File: config.mk
export PLATFORM = sky130hd
export DESIGN_NAME = kernel_cache_arbiter
export DESIGN_NICKNAME = d
export VERILOG_FILES = /design/src/rtl/kernel_cache_arbiter.sv
export SDC_FILE = /design/constraint.sdc
export NUM_CORES = 1
export LEC_CHECK = 0
export BUFFER_PORTS_ARGS = -buffer_cell sky130_fd_sc_hd__buf_2
export CORE_ASPECT_RATIO = 0.8
export CORE_MARGIN = 8
export CORE_UTILIZATION = 52
export CTS_CLUSTER_SIZE = 20
export DETAILED_ROUTE_END_ITERATION = 10
export MAX_ROUTING_LAYER = met4
export PLACE_DENSITY_LB_ADDON = 0.05
export SLEW_MARGIN = 20
export SYNTH_ARGS = -nofsm -noshare
export SYNTH_HDL_FRONTEND = slang
export SYNTH_SLANG_ARGS = --single-unit
File: constraint.sdc
create_clock -name clk -period 2.6 [get_ports clk]
set_clock_uncertainty 0.1 [all_clocks]
set_input_delay 0.13 -clock clk [delete_from_list [all_inputs] [get_ports clk]]
set_output_delay 0.13 -clock clk [all_outputs]
set_load 0.05 [all_outputs]
File: src/rtl/kernel_cache_arbiter.sv
// Round-robin arbiter sharing one Gaussian kernel generator among NUM_REQ requesters,
// with launch/wait/timeout handshake. Optional last-sigma cache: define KERNEL_CACHE_EN.
module kernel_cache_arbiter #(
    parameter int unsigned NUM_REQ = 2,
    parameter int unsigned TIMEOUT = 64
) (
    input  logic                 clk,
    input  logic                 n_rst,
    input  logic [NUM_REQ-1:0]   req,
    input  logic [3*NUM_REQ-1:0] req_sigma,
    // per-requester release pulse ("release" is a reserved word)
    input  logic [NUM_REQ-1:0]   req_release,
    output logic [NUM_REQ-1:0]   gnt,
    output logic                 kernel_valid,
    output logic [31:0]          sum_out,
    output logic                 gen_start,
    output logic [2:0]           gen_sigma,
    input  logic                 gen_done,
    input  logic [31:0]          gen_sum,
    output logic                 busy,
    output logic                 err_timeout
);

    localparam int unsigned IDX_W = (NUM_REQ > 1) ? $clog2(NUM_REQ) : 1;

    typedef enum logic [1:0] {
        S_IDLE,
        S_LAUNCH,
        S_WAIT,
        S_GRANT
    } state_t;

    state_t           state, state_nxt;
    logic [IDX_W-1:0] rr_ptr, rr_ptr_nxt;
    logic [IDX_W-1:0] win, win_nxt, win_inc;
    logic [IDX_W-1:0] scan_idx;
    logic             scan_found;
    logic [2:0]       scan_raw, scan_sigma;
    logic [7:0]       wait_cnt, wait_cnt_nxt;
    logic [31:0]      sum_nxt;
    logic [2:0]       gen_sigma_nxt;
    logic             err_nxt;
    logic             cache_hit;

`ifdef KERNEL_CACHE_EN
    logic [2:0] cached_sigma, cached_sigma_nxt;
    logic       cache_valid, cache_valid_nxt;

    assign cache_hit = cache_valid && (scan_sigma == cached_sigma);
`else
    assign cache_hit = 1'b0;
`endif

    // First asserted request scanning upward from rr_ptr, wrapping
    always_comb begin
        int unsigned idx;
        scan_idx   = '0;
        scan_found = 1'b0;
        idx        = 0;
        for (int unsigned k = 0; k < NUM_REQ; k++) begin
            idx = (32'(rr_ptr) + k) % NUM_REQ;
            if (!scan_found && req[idx]) begin
                scan_found = 1'b1;
                scan_idx   = IDX_W'(idx);
            end
        end
    end

    assign scan_raw   = req_sigma[3*scan_idx +: 3];
    assign scan_sigma = (scan_raw == 3'd0) ? 3'd1 : scan_raw;
    assign win_inc    = (win == IDX_W'(NUM_REQ - 1)) ? '0 : win + 1'b1;

    always_comb begin
        state_nxt     = state;
        rr_ptr_nxt    = rr_ptr;
        win_nxt       = win;
        wait_cnt_nxt  = wait_cnt;
        sum_nxt       = sum_out;
        gen_sigma_nxt = gen_sigma;
        err_nxt       = err_timeout;
`ifdef KERNEL_CACHE_EN
        cached_sigma_nxt = cached_sigma;
        cache_valid_nxt  = cache_valid;
`endif
        case (state)
            S_IDLE: begin
                if (scan_found) begin
                    win_nxt = scan_idx;
                    if (cache_hit) begin
                        state_nxt = S_GRANT;
                        err_nxt   = 1'b0;
                    end else begin
                        state_nxt     = S_LAUNCH;
                        gen_sigma_nxt = scan_sigma;
                    end
                end
            end
            S_LAUNCH: begin
                state_nxt    = S_WAIT;
                wait_cnt_nxt = '0;
            end
            S_WAIT: begin
                // done takes priority over a timeout landing on the same cycle
                if (gen_done) begin
                    sum_nxt = gen_sum;
`ifdef KERNEL_CACHE_EN
                    cached_sigma_nxt = gen_sigma;
                    cache_valid_nxt  = 1'b1;
`endif
                    if (req[win]) begin
                        state_nxt = S_GRANT;
                        err_nxt   = 1'b0;
                    end else begin
                        state_nxt  = S_IDLE;
                        rr_ptr_nxt = win_inc;
                    end
                end else if (wait_cnt == 8'(TIMEOUT - 1)) begin
                    state_nxt  = S_IDLE;
                    err_nxt    = 1'b1;
                    rr_ptr_nxt = win_inc;
`ifdef KERNEL_CACHE_EN
                    cache_valid_nxt = 1'b0;
`endif
                end else begin
                    wait_cnt_nxt = wait_cnt + 8'd1;
                end
            end
            S_GRANT: begin
                if (req_release[win] || !req[win]) begin
                    state_nxt  = S_IDLE;
                    rr_ptr_nxt = win_inc;
                end
            end
            default: state_nxt = S_IDLE;
        endcase
    end

    always_ff @(posedge clk or negedge n_rst) begin
        if (!n_rst) begin
            state       <= S_IDLE;
            rr_ptr      <= '0;
            win         <= '0;
            wait_cnt    <= '0;
            sum_out     <= '0;
            gen_sigma   <= '0;
            err_timeout <= 1'b0;
`ifdef KERNEL_CACHE_EN
            cached_sigma <= '0;
            cache_valid  <= 1'b0;
`endif
        end else begin
            state       <= state_nxt;
            rr_ptr      <= rr_ptr_nxt;
            win         <= win_nxt;
            wait_cnt    <= wait_cnt_nxt;
            sum_out     <= sum_nxt;
            gen_sigma   <= gen_sigma_nxt;
            err_timeout <= err_nxt;
`ifdef KERNEL_CACHE_EN
            cached_sigma <= cached_sigma_nxt;
            cache_valid  <= cache_valid_nxt;
`endif
        end
    end

    // Outputs decode registered state only
    assign gnt          = (state == S_GRANT) ? (NUM_REQ'(1) << win) : '0;
    assign kernel_valid = (state == S_GRANT);
    assign gen_start    = (state == S_LAUNCH);
    assign busy         = (state != S_IDLE);

endmodule

==> flow_summary.yaml <==
sta:
  worst_slew_pin_slew_ps: 439
  relSlewSlack_pct: 70.7
  period_needed_ps: 2010
  fin_tns_setup_ps: 0
  rsz0062_at_grt: "no"
  timing.final.crit_share_pct: 77.4
  clock.fmax_mhz: 497
  setup_ws_ps: 587
  hold_violations: 0
  drv_slew: 0
  setup_violations: 0
cts:
  clockBufferDepth: 2
  post_cts_resize_count: 0
  clkSinkCount: 48
  root_buffer: "clkbuf_8"
  cts_buffers: 5
  htreeDepth: 2
  cts_tree: "yes"
  holdBufCountCts: 33
  clk_latency_ps: 300
  cts_setup_buffers: 0
  clk_pin_slew_ps: 80
status:
  status: "finished clean"
logic_synthesis:
  yosys_warnings: 0
  synthFlopType: "dfrtp_1"
  syn_area_sq_mm: 0.00227
  synth-seq-cells: 48
  synth_top_area_share_pct: 53.0
  synth_nets: 240
  yosys-top-cells-area: "dfrtp_1 53%, mux2_2 16%, ha_1 3.3%, nand2_1 3.1%, mux2i_1 2.2%"
  synth.avg_cell_area_sq_um: 12.0
  synthArstFlopShare_pct: 100
  synth_edf_count: 0
  ys_types: 41
  yosysTopAreaCell: "dfrtp_1"
  synthCells: 189
  ys_seq_area_share_pct: 53.0
grt:
  grt_util_all_layers_pct: 18.7
  antenna_found_initial: 0
  grt_pass1_wl_um: 9820
  overflow: 0
  grt_max_degree: 33
  first_global_vias: 2046
job:
  cap_violations: 0
worst_setup_path:
  worstSetupPathType: "flip-flop to flip-flop"
  cpPeakStageDelay_ps: 440
  critPathRequiredTime_ps: 2720
  r2r_cells: 5
  path_cells: "ha_1, nand4b_2, o21bai_2, o221a_2, mux2i_1"
  cpMaxStageDelayCell: "dfrtp_1"
  crit_path_end_kind: "flip-flop"
  worst_ep_arrival_time_ps: 2140
  path_max_fanout: 11
  startpoint_type: "flip-flop"
routing:
  drt_iter0_drc: 84
  drc: 0
  routed_wl_um: 6010
  first_pass_iters: 4
  antenna_left: 0
  viasPerCell: 5.15
  wl_per_cell_um: 16.5
  num_vias: 1879
min_path:
  hold_depth: 3
  hp-class: "primary input to flip-flop"
cells_and_area:
  syn2layout_area_growth_pct: 38.4
  n_antenna_cell: 0
  nets: 359
  layout-drive-gt1-share_pct: 43.8
power:
  p_leak_nw: 1.53
  ir_drop_mv: 0.828
  power.density_mw_per_mm2: 1290
  p_total_mw: 4.04
place:
  post-place-ws_ps: 638
  dp_hpwl_um: 3950
  gp_congestion: 0.810
  portBuffers: 85
floorplanning:
  coreArea_sq_mm: 0.00418
  die_h_um: 75.0
  fp.dieW_um: 89.8
  die_area_sq_mm: 0.00674
  rows: 21
  start_util_pct: 54.2
  ios: 86
[cells in the mapped netlist (all sizes together) (3+ instances only)]
cell,n
mux2i,5
dfrtp,48
o21ai,8
nor3,3
nand2,19
buf,6
or2,3
inv,7
nor2b,3
o31ai,3
nor2,7
o211ai,3
nor4,3
nand3,4
ha,6
nand2b,3
mux2,33
a31oi,4
[per-layer routing]
layer / track usage [%] / wire length (um) / vias up
met1: 20.9 / 2600 / 906
met3: 5.48 / 315 / 8
met4: 5.23 / 61 / 0
met5: - / 0 / -
li1: - / - / 906
met2: 32.3 / 3030 / 59
[final timing paths]
kind,from,to,slack [ps]
setup / recovery,wait_cnt[0]$_DFFE_PN0P_,state[0]$_DFFE_PN0P_,590
hold / removal,req_sigma[5],gen_sigma[2]$_DFFE_PN0P_,30
setup reg to reg,wait_cnt[0]$_DFFE_PN0P_,state[0]$_DFFE_PN0P_,590
hold reg to reg,gen_sigma[2]$_DFFE_PN0P_,gen_sigma[2]$_DFFE_PN0P_,380
max in group asynchronous,n_rst,state[0]$_DFFE_PN0P_,1470
min in group asynchronous,n_rst,sum_out[28]$_DFFE_PN0N_,190
[sequential cells by signal, indices dropped and copies added (netlist names)]
| register | flops |
|---|---|
| rr_ptr | 1 |
| sum_out | 32 |
| gen_sigma | 3 |
| win | 1 |
| state | 2 |
| wait_cnt | 8 |
| err_timeout | 1 |
[critical path, delay by kind of cell, from the launching register on]
family | cells | cell delay [ps]
AO/OA/AOI/OAI | 2 | 740
flip-flops | 1 | 440
adder cells (fa/ha/maj) | 1 | 290
AND/OR/NAND/NOR | 1 | 190
multiplexers | 1 | 180
[final cells by class]
cell class	instances	area (sq um)
multi-input combinational	126	986
inverter	7	26.3
clock inverter	2	12.5
timing repair buffer	120	771
clock buffer	5	68.8
tap	57	71.3
sequential	48	1200
fill	280	1040
[report_power, final]
group | total, mW | internal (mW) | switching, mW
clock network | 0.427 | 0.182 | 0.244
registers | 1.25 | 1.07 | 0.181
logic | 2.37 | 0.677 | 1.69
[through the flow]
stage / std cells / utilization (%) / instance area, sq um / hold WS [ps]
5_1_grt: 365 / 75.1 / 3140 / 59.0
4_1_cts: 365 / 75.1 / 3140 / 33.0
6_report: 365 / 75.1 / 3140 / 34.5
3_3_place_gp: 325 / 65.2 / 2730 / -33.6
3_5_place_dp: 325 / 65.2 / 2730 / -36.7
2_1_floorplan: 189 / - / 2270 / -266
[kinds of logic (layout without fill, tap and decap cells)]
family | count (synthesis) | after routing | share of synthesized area [%]
fa+ha+maj | 6 | 6 | 3.31
buf+inv | 15 | 134 | 3.48
mux | 38 | 38 | 18.6
compound gates | 29 | 29 | 9.17
simple gates | 53 | 53 | 12.4
flops | 48 | 48 | 53.0
[layout by cell type (no fill, tap or decap), types with 2 or more instances in the layout]
cell	count
a31oi_1	4
and2_1	2
buf_2	85
buf_4	2
clkbuf_8	5
dfrtp_1	48
dlygate4sd3_1	33
ha_1	6
inv_1	7
mux2_2	33
mux2i_1	5
nand2_1	19
nand2b_1	3
nand3_1	3
nor2_1	7
nor2b_1	3
nor3_1	3
nor4_1	3
o211ai_1	3
o21ai_0	7
o311ai_0	2
o31ai_1	3
or2_2	2
Note: power is estimated with default switching activity, not from simulation.
